`src/rtl/fsic_pkg.sv`:
```
// Shared definitions for the FSIC Wishbone arbiter: FSM encoding, FSIC address map
// and a small one-hot helper.
package fsic_pkg;

  typedef enum logic [1:0] {
    ST_IDLE = 2'd0,
    ST_BUSY = 2'd1,
    ST_TURN = 2'd2
  } arb_state_e;

  localparam logic [31:0] FSIC_AA_BASE       = 32'h3000_0000;
  localparam logic [31:0] FSIC_MBOX_BASE     = 32'h3000_2000;
  localparam logic [31:0] FSIC_IOSERDES_BASE = 32'h3000_3000;

  localparam int MAX_REQ = 4;
  localparam int CNT_W   = 10;

  function automatic logic [1:0] oh_to_idx(input logic [MAX_REQ-1:0] oh);
    logic [1:0] idx;
    idx = 2'd0;
    for (int i = 0; i < MAX_REQ; i++) begin
      if (oh[i]) idx = i[1:0];
    end
    return idx;
  endfunction

endpackage

```
`src/rtl/fsic_wb_arb_if.sv`:
```
// Wishbone master-side bus from the arbiter toward the FSIC slave port.
interface fsic_wb_arb_if;
  logic        cyc;
  logic        stb;
  logic        we;
  logic [31:0] adr;
  logic [31:0] wdata;
  logic [3:0]  sel;
  logic        ack;
  logic [31:0] rdata;

  modport master (output cyc, stb, we, adr, wdata, sel, input ack, rdata);
  modport slave  (input cyc, stb, we, adr, wdata, sel, output ack, rdata);
endinterface

```
`src/rtl/fsic_rr_sel.sv`:
```
// Round-robin selector: picks the first active requester after last_grant,
// wrapping around, and returns it one-hot.
module fsic_rr_sel #(
  parameter int pNUM_REQ = 2
) (
  input  logic [pNUM_REQ-1:0] req,
  input  logic [1:0]          last_grant,
  output logic [pNUM_REQ-1:0] winner
);

  logic [2*pNUM_REQ-1:0] rot_dbl;
  logic [2*pNUM_REQ-1:0] hit_dbl;
  logic [pNUM_REQ-1:0]   rot;
  logic [pNUM_REQ-1:0]   first;
  logic [2:0]            shamt;

  // Rotate so the requester just after last_grant sits at bit 0, priority-pick,
  // then rotate the one-hot pick back into place.
  assign shamt   = {1'b0, last_grant} + 3'd1;
  assign rot_dbl = {req, req} >> shamt;
  assign rot     = rot_dbl[pNUM_REQ-1:0];

  // NOTE: every combinational output gets a default before the loop so no path
  // leaves it unassigned, which would infer a latch.
  always_comb begin
    first = '0;
    for (int i = pNUM_REQ - 1; i >= 0; i--) begin
      if (rot[i]) begin
        first    = '0;
        first[i] = 1'b1;
      end
    end
  end

  assign hit_dbl = {{pNUM_REQ{1'b0}}, first} << shamt;
  assign winner  = hit_dbl[pNUM_REQ-1:0] | hit_dbl[2*pNUM_REQ-1:pNUM_REQ];

endmodule

```
`src/rtl/fsic_wb_arb.sv`:
```
// Round-robin arbiter granting several Wishbone requesters access to one FSIC
// slave port, with an ack timeout and a one-cycle turnaround between owners.
module fsic_wb_arb
  import fsic_pkg::*;
#(
  parameter int pNUM_REQ = 2,
  parameter int pTIMEOUT = 255
) (
  input  logic                   wb_clk,
  input  logic                   wb_rst,
  input  logic [pNUM_REQ-1:0]    req_cyc,
  input  logic [pNUM_REQ-1:0]    req_stb,
  input  logic [pNUM_REQ-1:0]    req_we,
  input  logic [32*pNUM_REQ-1:0] req_adr,
  input  logic [32*pNUM_REQ-1:0] req_wdata,
  input  logic [4*pNUM_REQ-1:0]  req_sel,
  output logic [pNUM_REQ-1:0]    req_ack,
  output logic [pNUM_REQ-1:0]    req_err,
  output logic [31:0]            req_rdata,
  fsic_wb_arb_if.master          wbs,
  output logic [pNUM_REQ-1:0]    grant
);

  arb_state_e            state;
  logic [CNT_W-1:0]      cnt;
  logic [1:0]            last_grant;
  logic [pNUM_REQ-1:0]   req_vld;
  logic [pNUM_REQ-1:0]   winner;
  logic [31:0]           adr_arr   [pNUM_REQ];
  logic [31:0]           wdata_arr [pNUM_REQ];
  logic [3:0]            sel_arr   [pNUM_REQ];
  logic [31:0]           mux_adr;
  logic [31:0]           mux_wdata;
  logic [3:0]            mux_sel;
  logic                  mux_we;

  assign req_vld = req_cyc & req_stb;

  for (genvar g = 0; g < pNUM_REQ; g++) begin : g_unpack
    assign adr_arr[g]   = req_adr[32*g +: 32];
    assign wdata_arr[g] = req_wdata[32*g +: 32];
    assign sel_arr[g]   = req_sel[4*g +: 4];
  end

  fsic_rr_sel #(.pNUM_REQ(pNUM_REQ)) u_rr_sel (
    .req        (req_vld),
    .last_grant (last_grant),
    .winner     (winner)
  );

  // AND-OR mux keyed by the one-hot winner.
  always_comb begin
    mux_adr   = '0;
    mux_wdata = '0;
    mux_sel   = '0;
    mux_we    = 1'b0;
    for (int i = 0; i < pNUM_REQ; i++) begin
      if (winner[i]) begin
        mux_adr   = mux_adr   | adr_arr[i];
        mux_wdata = mux_wdata | wdata_arr[i];
        mux_sel   = mux_sel   | sel_arr[i];
        mux_we    = mux_we    | req_we[i];
      end
    end
  end

  // NOTE: all state updates use non-blocking assignments so every register
  // samples pre-edge values regardless of statement order.
  always_ff @(posedge wb_clk or posedge wb_rst) begin
    if (wb_rst) begin
      state      <= ST_IDLE;
      wbs.cyc    <= 1'b0;
      wbs.stb    <= 1'b0;
      wbs.we     <= 1'b0;
      wbs.adr    <= '0;
      wbs.wdata  <= '0;
      wbs.sel    <= '0;
      req_ack    <= '0;
      req_err    <= '0;
      req_rdata  <= '0;
      grant      <= '0;
      cnt        <= '0;
      last_grant <= 2'(pNUM_REQ - 1);
    end else begin
      req_ack <= '0;
      req_err <= '0;
      case (state)
        ST_IDLE: begin
          if (|req_vld) begin
            state      <= ST_BUSY;
            grant      <= winner;
            last_grant <= oh_to_idx(4'(winner));
            wbs.cyc    <= 1'b1;
            wbs.stb    <= 1'b1;
            wbs.we     <= mux_we;
            wbs.adr    <= mux_adr;
            wbs.wdata  <= mux_wdata;
            wbs.sel    <= mux_sel;
            cnt        <= '0;
          end
        end
        ST_BUSY: begin
          // Ack wins over a timeout landing on the same cycle.
          if (wbs.ack) begin
            state     <= ST_TURN;
            wbs.cyc   <= 1'b0;
            wbs.stb   <= 1'b0;
            req_ack   <= grant;
            req_rdata <= wbs.rdata;
            grant     <= '0;
          end else if (cnt == CNT_W'(pTIMEOUT)) begin
            state   <= ST_TURN;
            wbs.cyc <= 1'b0;
            wbs.stb <= 1'b0;
            req_err <= grant;
            grant   <= '0;
          end else begin
            cnt <= cnt + 1'b1;
          end
        end
        ST_TURN: state <= ST_IDLE;
        default: state <= ST_IDLE;
      endcase
    end
  end

endmodule

```
`src/flat_wrapper.sv`:
```
// flat-port wrapper written by rule: the top's interface ports become plain ports
module fsic_wb_arb_flat import fsic_pkg::*;
#(
  parameter int pNUM_REQ = 2,
  parameter int pTIMEOUT = 255
)
  (wb_clk, wb_rst, req_cyc, req_stb, req_we, req_adr, req_wdata, req_sel, req_ack, req_err, req_rdata, grant, wbs_cyc, wbs_stb, wbs_we, wbs_adr, wbs_wdata, wbs_sel, wbs_ack, wbs_rdata);
  fsic_wb_arb_if wbs_i ();
  input  logic wb_clk;
  input  logic wb_rst;
  input  logic [pNUM_REQ-1:0] req_cyc;
  input  logic [pNUM_REQ-1:0] req_stb;
  input  logic [pNUM_REQ-1:0] req_we;
  input  logic [32*pNUM_REQ-1:0] req_adr;
  input  logic [32*pNUM_REQ-1:0] req_wdata;
  input  logic [4*pNUM_REQ-1:0] req_sel;
  output logic [pNUM_REQ-1:0] req_ack;
  output logic [pNUM_REQ-1:0] req_err;
  output logic [31:0] req_rdata;
  output logic [pNUM_REQ-1:0] grant;
  output wire logic [$bits(wbs_i.cyc)-1:0] wbs_cyc;
  output wire logic [$bits(wbs_i.stb)-1:0] wbs_stb;
  output wire logic [$bits(wbs_i.we)-1:0] wbs_we;
  output wire logic [$bits(wbs_i.adr)-1:0] wbs_adr;
  output wire logic [$bits(wbs_i.wdata)-1:0] wbs_wdata;
  output wire logic [$bits(wbs_i.sel)-1:0] wbs_sel;
  input wire logic [$bits(wbs_i.ack)-1:0] wbs_ack;
  input wire logic [$bits(wbs_i.rdata)-1:0] wbs_rdata;
  assign wbs_cyc = wbs_i.cyc;
  assign wbs_stb = wbs_i.stb;
  assign wbs_we = wbs_i.we;
  assign wbs_adr = wbs_i.adr;
  assign wbs_wdata = wbs_i.wdata;
  assign wbs_sel = wbs_i.sel;
  assign wbs_i.ack = wbs_ack;
  assign wbs_i.rdata = wbs_rdata;
  fsic_wb_arb #(.pNUM_REQ(pNUM_REQ), .pTIMEOUT(pTIMEOUT)) u_core (.wb_clk(wb_clk), .wb_rst(wb_rst), .req_cyc(req_cyc), .req_stb(req_stb), .req_we(req_we), .req_adr(req_adr), .req_wdata(req_wdata), .req_sel(req_sel), .req_ack(req_ack), .req_err(req_err), .req_rdata(req_rdata), .wbs(wbs_i), .grant(grant));
endmodule
```
`config.mk`:
```
export PLATFORM = sky130hd
export DESIGN_NAME = fsic_wb_arb_flat
export DESIGN_NICKNAME = d
export VERILOG_FILES = /design/src/rtl/fsic_pkg.sv /design/src/rtl/fsic_wb_arb_if.sv /design/src/rtl/fsic_rr_sel.sv /design/src/rtl/fsic_wb_arb.sv /design/src/flat_wrapper.sv
export SDC_FILE = /design/constraint.sdc
export NUM_CORES = 1
export LEC_CHECK = 0
export ABC_AREA = 1
export CAP_MARGIN = 20
export CORE_UTILIZATION = 32
export DETAILED_ROUTE_END_ITERATION = 10
export PLACE_DENSITY = 0.8
export SETUP_SLACK_MARGIN = 0.4
export SYNTH_ARGS = -nofsm -noshare
export SYNTH_HDL_FRONTEND = slang
export SYNTH_HIERARCHICAL = 1
export SYNTH_SLANG_ARGS = --single-unit
export TNS_END_PERCENT = 20
```
`constraint.sdc`:
```
create_clock -name wb_clk -period 4.9 [get_ports wb_clk]
set_clock_uncertainty 0.15 [all_clocks]
set_input_delay 1.225 -clock wb_clk [delete_from_list [all_inputs] [get_ports wb_clk]]
set_output_delay 1.225 -clock wb_clk [all_outputs]
set_load 0.05 [all_outputs]
```
Word-level counts from Yosys, hierarchy flattened
Index checks and enable logic that the tools add are counted.
- add/subtract/negate cells: 2
- $mul: 0
- divide/modulo/power cells: 0
- magnitude comparators: 0
- equal/unequal tests: 6
- shift-type cells: 2
- mux-type cells: 32
- bitwise logic cells: 6
- reductions and logical operators: 8
- operator list (operator ; count):
    two-way mux 32 bit ; 4
    bitwise OR 32 bit ; 2
    two-way mux 10 bit ; 3
    two-way mux 2 bit ; 13
    case mux 10 bit (2 select lines) ; 1
    adder 10 x 1 -> 10 bit (second input constant) ; 1
    == test 10 x 8 -> 1 bit (second input constant) ; 1
    two-way mux 4 bit ; 2
    case mux 2 bit (2 select lines) ; 2
    two-way mux 1 bit ; 6
    AND reduction 2 bit ; 3
    != test 2 bit (second input constant) ; 2
    bitwise OR 4 bit ; 1
    AND reduction 4 bit ; 1
    left shift 2 x 3 -> 4 bit ; 1
    right shift 4 x 3 -> 2 bit ; 1
    adder 2 x 1 -> 3 bit (second input constant) ; 1
    != test 3 x 2 -> 1 bit (second input constant) ; 1
    AND reduction 3 bit ; 1
    bitwise AND 2 bit ; 1
    == test 2 x 1 -> 1 bit (second input constant) ; 1
    logical NOT 2 bit ; 1
    != test 2 x 1 -> 1 bit (second input constant) ; 1
    bitwise OR 2 bit ; 1
    4 further kinds ; 4
- bits in registers: 122
- bits in latches: 0
- memory bits (writable): 0
- memory bits (read-only): 0
- bits of input ports: 177
- output and inout port bits: 109
- word-level logic and storage cells: 68
- memories: 0

Longest topological paths before layout
Gate-level depths: netlist of run 1.
- depth in word-level cells: 9
- gate-level depth with buffers: 13
- gate-level depth less buffers: 11

Cells and area by module
Netlist of run 1, hierarchy kept.
- modules (own cells, without submodules) (module ; times used ; cells each ; area an instance (um^2) ; sequential area each (um^2)):
    fsic_wb_arb ; 1 ; 569 ; 5321.4 ; 3029.2
    fsic_rr_sel ; 1 ; 13 ; 72.6 ; 0.0

Worst setup path before layout of run 1
No wires, ideal clock.
- path type: in2reg
- start: in req_cyc[0]
- end: reg u_core.wbs.wdata[10]
- setup time: 69 ps
- data arrival time: 2321 ps
- required time: 4681 ps
- slack: 2360 ps
- stages on the path: 11
- path buffers: 2
- cells stage by stage: nand2_1 > inv_1 > a21oi_1 > nand3_1 > a21oi_1 > inv_1 > nor2_4 > buf_4 > buf_4 > nand2_1 > nand3_1
- cells in the longest elaborated chain, start to end: 9
- elaborated cells on any way between the ends: 11
- classes of those cells: shift: 2; mux: 4; bitwise: 3; reduce/logical: 2
- ends and longest elaborated chain (element ; line ; source):
    from (decl) ; flat_wrapper.sv:11 ; input logic [pNUM_REQ-1:0] req_cyc;
    bitwise AND 2 bit (*) ; fsic_wb_arb.sv:37 ; assign req_vld = req_cyc & req_stb;
    named net u_core.req_vld[0] ; fsic_wb_arb.sv:27 ; logic [pNUM_REQ-1:0] req_vld;
    right shift 4 x 3 -> 2 bit (*) ; fsic_rr_sel.sv:20 ; assign rot_dbl = {req, req} >> shamt;
    two-way mux 2 bit ; fsic_rr_sel.sv:28 ; if (rot[i]) begin
    two-way mux 2 bit (*) ; fsic_rr_sel.sv:28 ;
    left shift 2 x 3 -> 4 bit (*) ; fsic_rr_sel.sv:35 ; assign hit_dbl = {{pNUM_REQ{1'b0}}, first} << shamt;
    bitwise OR 2 bit (*) ; fsic_rr_sel.sv:36 ; assign winner = hit_dbl[pNUM_REQ-1:0] | hit_dbl[2*pNUM_REQ-1:pNUM_REQ];
    named net u_core.winner[0] ; fsic_wb_arb.sv:28 ; logic [pNUM_REQ-1:0] winner;
    two-way mux 32 bit (*) ; fsic_wb_arb.sv:58 ; if (winner[i]) begin
    bitwise OR 32 bit ; fsic_wb_arb.sv:60 ; mux_wdata = mux_wdata | wdata_arr[i];
    two-way mux 32 bit (*) ; fsic_wb_arb.sv:58 ;
    to (signal assigned) ; fsic_wb_arb.sv:97 ; wbs.wdata <= mux_wdata;
    to (decl) ; fsic_wb_arb_if.sv:12 ; modport master (output cyc, stb, we, adr, wdata, sel, input ack, rdata);
The timed path passes the listed nets; every way through them passes the cells marked *.
A chain may end at the register's enable or synchronous reset.

Worst setup path in the final report of run 1
- start: in req_stb[0]
- end: reg u_core.wbs.adr[17]
- cells in the longest elaborated chain, start to end: 9
- elaborated cells on any way between the ends: 11
- classes of those cells: shift: 2; mux: 4; bitwise: 3; reduce/logical: 2
- ends and longest elaborated chain (element ; line ; source):
    from (decl) ; flat_wrapper.sv:12 ; input logic [pNUM_REQ-1:0] req_stb;
    bitwise AND 2 bit (*) ; fsic_wb_arb.sv:37 ;
    right shift 4 x 3 -> 2 bit ; fsic_rr_sel.sv:20 ;
    two-way mux 2 bit (2 in a row) ; fsic_rr_sel.sv:28 ;
    left shift 2 x 3 -> 4 bit ; fsic_rr_sel.sv:35 ;
    bitwise OR 2 bit ; fsic_rr_sel.sv:36 ;
    two-way mux 32 bit ; fsic_wb_arb.sv:58 ;
    bitwise OR 32 bit ; fsic_wb_arb.sv:59 ; mux_adr = mux_adr | adr_arr[i];
    two-way mux 32 bit ; fsic_wb_arb.sv:58 ;
    to (signal assigned) ; fsic_wb_arb.sv:96 ; wbs.adr <= mux_adr;
    to (decl) ; fsic_wb_arb_if.sv:12 ;
Mark *: on every way between the ends. The rest lies on a longest branch, timed or not.

==> flow_summary.toml, run 1 <==
[outcome]
status = "finished clean"

[placement]
numPortBuffers = 285
placed_area_mm2 = 0.00844
dp_hpwl_um = 11700
dp_cells = 1071
dp_slack_ns = 1.27
place_congestion = 0.791

[yosys]
yosys_register_bits = 121
synth_edf_count = 0
synth-seq-area-share_pct = 56.2
synth_cell_types = 26
async_flop_share_pct = 100
synthFlopType = "dfrtp_1"
synthCells = 582
ys_warn_count = 6
syn_area_mm2 = 0.00539
syn_avg_cell_area_um2 = 9.27

[clock_network]
clock-sinks = 121
cts_tree = "built"
cts_setup_buffers = 0
cts-root-buf = "clkbuf_16"
cts_resized = 0
clk_path_buf_depth = 2
cts_buffers = 17
cts.clk_slew.worst_paths_ns = 0.06
worstSkewPairLatency_ns = 0.40
hold_buffers = 0
htreeDepth = 4

[floorplan]
die-width_um = 132
ios = 286
die_h_um = 132
num_rows = 47
die-area_mm2 = 0.0174
core_area_mm2 = 0.0165
floorplan.initialDensity_pct = 32.6

[global_route]
grt_usage_pct = 19.0
grt_max_degree = 45
grt_pass1_wl_um = 25900
antenna_found_initial = 0
grt_overflow = 0
grt_pass1_vias = 5200

[timing]
hold-worst-slack_ns = 0.342
finalWorstSetupSlack_ns = 1.72
hold_violations = 0
slew-limit-headroom_pct = 49.6
setup_viol = 0
fin_crit_sh_pct = 64.9
tightest_slew_ns = 0.753
slew_viol_final = 0
tns_ns = 0
rsz0062_at_grt = "no"
fmax_mhz = 315
period_needed_ns = 3.18

[power_and_ir_drop]
peakVddDrop_mv = 0.348
power_frac_clock_pct = 23.0
p_comb_share_pct = 49.3
p_leak_nw = 4.12
total_power_mw = 5.72
p_seq_share_pct = 27.7
netSwitchingFraction_pct = 43.3
p_per_area_mw_per_mm2 = 631
switching_power_mw = 2.48
internal-power_mw = 3.24

[drt]
wl_per_cell_um = 14.5
first_pass_iters = 4
first_iter_violations = 246
num_vias = 5022
wl_um = 16000
routed_via_density = 4.55
ant_nets = 0
post-route-drc-count = 0

[cells_and_area]
layout_commonest_cell = "clkdlybuf4s50_1"
final_cell_mix = "285 x clkdlybuf4s50_1, 257 x nand2_1, 120 x dfrtp_1"
nets = 1049
final_area_mm2 = 0.00907
area_growth_pct = 68.1
drive_gt1_share_pct = 10.4
fillers = 1430
final_core_util_pct = 54.9
fin_cells = 1103
insertedDiodeCount = 0

[setup_path]
worstSetupStartpointType = "input pin"
startpoint = "req_stb[0]"
end_kind = "register"
cp_data_arrival_time_ns = 3.38
reg2reg_from = "u_core/state[1]"
required_ns = 5.10
cp_max_fo = 44
worstSetupPathType = "input pin to register"

[worst_hold_path]
worstHoldStart = "u_core/wbs.wdata[13]"
hold_class = "register to register"

[flow_run]
cap_violations = 0
[worst max-delay path: stages]
cell and delay, ns:
clkdlybuf4s50_1 0.46, nand2_1 0.06, nand2_1 0.09, nand2_2 0.42, nor2_4 0.40, buf_4 0.45
nand2_1 0.12, nand3_1 0.11
[path summary, 6_finish.rpt]
check                                        to  slack (ns)  depth (start not counted)
min in group asynchronous  u_core/req_rdata[31]        1.07                          2
min                        u_core/wbs.wdata[13]        0.34                          2
max in group asynchronous  u_core/last_grant[0]        2.65                          3
min reg2reg                u_core/wbs.wdata[13]        0.34                          2
max                          u_core/wbs.adr[17]        1.72                          8
max reg2reg                  u_core/wbs.adr[17]        2.59                          6
[routing by layer]
layer | up-vias | GRT usage (%) | share of wire (%)
met1 | 2354 | 22.1 | 42
li1 | 2429 | - | -
met2 | 217 | 32.4 | 49
met3 | 22 | 6.57 | 7.0
met4 | 0 | 6.40 | 1.7
met5 | - | 0 | 0
[logic make-up (layout without fill, tap and decap cells)]
| family | Yosys count | after routing | synth area share [%] |
|---|---|---|---|
| other cells | 1 | 3 | 0.0695 |
| mux | 32 | 32 | 8.56 |
| xor+xnor | 3 | 3 | 0.487 |
| fa+ha+maj | 2 | 2 | 0.464 |
| compound gates | 9 | 9 | 1.04 |
| buf+inv | 49 | 348 | 4.64 |
| flops | 121 | 121 | 56.2 |
| simple gates | 365 | 365 | 28.6 |
[power groups by stage]
stage	Clock, mW	Sequential [mW]	Combinational (mW)
after floorplan	0	2.81	0.598
after global placement	0	1.58	2.81
after detailed placement	0	1.59	2.83
after CTS	1.35	1.59	2.84
after global routing	1.39	1.63	2.94
final	1.32	1.58	2.82
[flip-flops by register name, indices dropped and copies added, names as in the netlist, 4 cells and up]
name and count:
u_core/cnt 10, u_core/req_rdata 32, u_core/wbs.adr 32, u_core/wbs.sel 4, u_core/wbs.wdata 32
[synthesized netlist by cell type, types with 3 or more instances]
cell	n	area share, %
buf_6	4	0.84
nand2_1	257	18
nor2_4	4	0.84
nor2_2	3	0.35
o21ai_2	3	0.49
dfrtp_1	120	56
mux2_4	27	7.5
nor2_1	14	0.97
nand2_2	5	0.58
nand3_1	76	7.1
a21oi_1	3	0.28
buf_2	20	1.9
mux2_2	5	1.0
inv_1	22	1.5
buf_4	3	0.42
[final cells by class]
type / count / area [um2] / share of cell area, %
sequential: 121 / 3030 / 33.4
multi-input combinational: 414 / 2130 / 23.5
clock inverter: 12 / 164 / 1.81
clock buffer: 20 / 467 / 5.15
inverter: 22 / 86.3 / 0.952
tap: 220 / 275 / 3.04
timing repair buffer: 294 / 2920 / 32.2
Note: power is estimated with default switching activity, not from simulation.
==> run 2: changes to the inputs <==
==> constraint.sdc (replaced) <==
create_clock -name wb_clk -period 3.1 [get_ports wb_clk]
set_clock_uncertainty 0.15 [all_clocks]
set_input_delay 0.775 -clock wb_clk [delete_from_list [all_inputs] [get_ports wb_clk]]
set_output_delay 0.775 -clock wb_clk [all_outputs]
set_load 0.05 [all_outputs]
==> flow_summary.toml, run 2 (synthesis gave the netlist of run 1 again) <==
[placement]
place_congestion = 0.798
dp_hpwl_um = 11300
dp_cells = 1070
dp_slack_ns = 0.345
numPortBuffers = 285

[timing]
setup_viol = 0
slew_viol_final = 0
rsz0062_at_grt = "no"
tightest_slew_ns = 0.626
fin_crit_sh_pct = 82.7
period_needed_ns = 2.56
tns_ns = 0
slew-limit-headroom_pct = 58.3
fmax_mhz = 390
finalWorstSetupSlack_ns = 0.538
hold_violations = 0

[clock_network]
cts_tree = "built"
cts.clk_slew.worst_paths_ns = 0.06
worstSkewPairLatency_ns = 0.40
hold_buffers = 0
cts_resized = 0
cts_setup_buffers = 0
clock-sinks = 121
cts_buffers = 17
cts-root-buf = "clkbuf_16"
htreeDepth = 4
clk_path_buf_depth = 2

[power_and_ir_drop]
p_per_area_mw_per_mm2 = 990
p_leak_nw = 4.13
peakVddDrop_mv = 0.610

[cells_and_area]
fin_cells = 1100
nets = 1048
area_growth_pct = 68.6
insertedDiodeCount = 0
drive_gt1_share_pct = 10.0
reg.largest.list = "u_core/req_rdata: 32 flops, u_core/wbs.adr: 32 flops, u_core/wbs.wdata: 32 flops"
final_cell_mix = "285 x clkdlybuf4s50_1, 257 x nand2_1, 120 x dfrtp_1"
layout_commonest_cell = "clkdlybuf4s50_1"

[drt]
first_iter_violations = 141
ant_nets = 0
first_pass_iters = 4
wl_per_cell_um = 14.0
wl_met2_um = 7600
routed_via_density = 4.51
num_vias = 4966
dr_wl_met3_um = 1130
post-route-drc-count = 0
highest_layer = "met4"
wl_um = 15400
m1WireLength_um = 6450

[floorplan]
floorplan.initialDensity_pct = 32.6
die_h_um = 132
die-area_mm2 = 0.0174
num_rows = 47
core_area_mm2 = 0.0165
ios = 286
die-width_um = 132

[setup_path]
end_kind = "output pin"
path_cells = "clkdlybuf4s50_1"
slowest_delay_ns = 0.88
cp_top_family = "buffers and inverters"
cp_max_fo = 2
critical_path.slowest_cell = "clkdlybuf4s50_1"
cp_data_arrival_time_ns = 1.64
worstSetupPathType = "register to output pin"
required_ns = 2.17
worstSetupStartpointType = "register"
critPathBufInv = 1

[global_route]
grt_usage_pct = 18.2
grt_pass1_wl_um = 25100
grt_overflow = 0
grt_max_degree = 59
grt_pass1_vias = 5156
antenna_found_initial = 0

[worst_hold_path]
hold_class = "register to register"

[outcome]
status = "finished clean"

[flow_run]
cap_violations = 0
-- run 2: cell count changes in the layout (fill, tap and decap cells not counted) --
cell        before  now
clkinvlp_4       5    3
clkinv_4         3    0
clkinv_2         0    2
clkbuf_1         0    1
inv_6            2    0
buf_4            9    4
buf_12           0    4
clkbuf_8         3    5
-- run 2: final timing paths --
path	startpoint	end	slack, ns	depth (start not counted)
max in group asynchronous	wb_rst	u_core/last_grant[0]	1.55	3
setup / recovery	u_core/wbs.wdata[16]	wbs_wdata[16]	0.54	1
setup reg to reg	u_core/last_grant[0]	u_core/wbs.wdata[22]	1.14	9
hold / removal	u_core/wbs.we	u_core/wbs.we	0.34	2
min in group asynchronous	wb_rst	u_core/cnt[5]	0.59	2
hold reg to reg	u_core/wbs.we	u_core/wbs.we	0.34	2
-- run 2: per-stage QoR --
step                      total power [mW]  util [%]  instance area (um2)  hold WS, ns
after floorplan                       5.39         -                 5410        0.320
after global placement                6.95      51.3                 8480        0.329
after detailed placement              7.00      51.3                 8480        0.330
after CTS                             9.09      55.0                 9090        0.347
after global routing                  9.38      55.0                 9090        0.364
final                                 9.01      55.0                 9090        0.344
-- run 2: cell type report --
type | instances | area (um2)
Inverter | 22 | 86.3
Tap cell | 220 | 275
Clock buffer | 23 | 498
Clock inverter | 7 | 115
Multi-Input combinational cell | 414 | 2130
Timing Repair Buffer | 293 | 2960
Fill cell | 1420 | 7430
Sequential cell | 121 | 3030
-- run 2: where the power goes --
group / internal, mW / switching (mW)
Combinational: 1.64 / 2.82
Sequential: 2.16 / 0.343
Clock: 1.36 / 0.682
-- run 2: metal layers --
metal  vias up  GRT usage, %
met3        15          5.73
met1      2332          21.4
met2       202          31.0
met4         0          6.98
met5         -             0
li1       2417             -
-- run 2: worst register-to-register path, delay by kind of cell, from the launching register on --
family | cells | cell delay, ns
simple gates | 5 | 0.49
buf+inv | 2 | 0.41
flops | 1 | 0.40
fa+ha+maj | 1 | 0.30
compound gates | 1 | 0.14
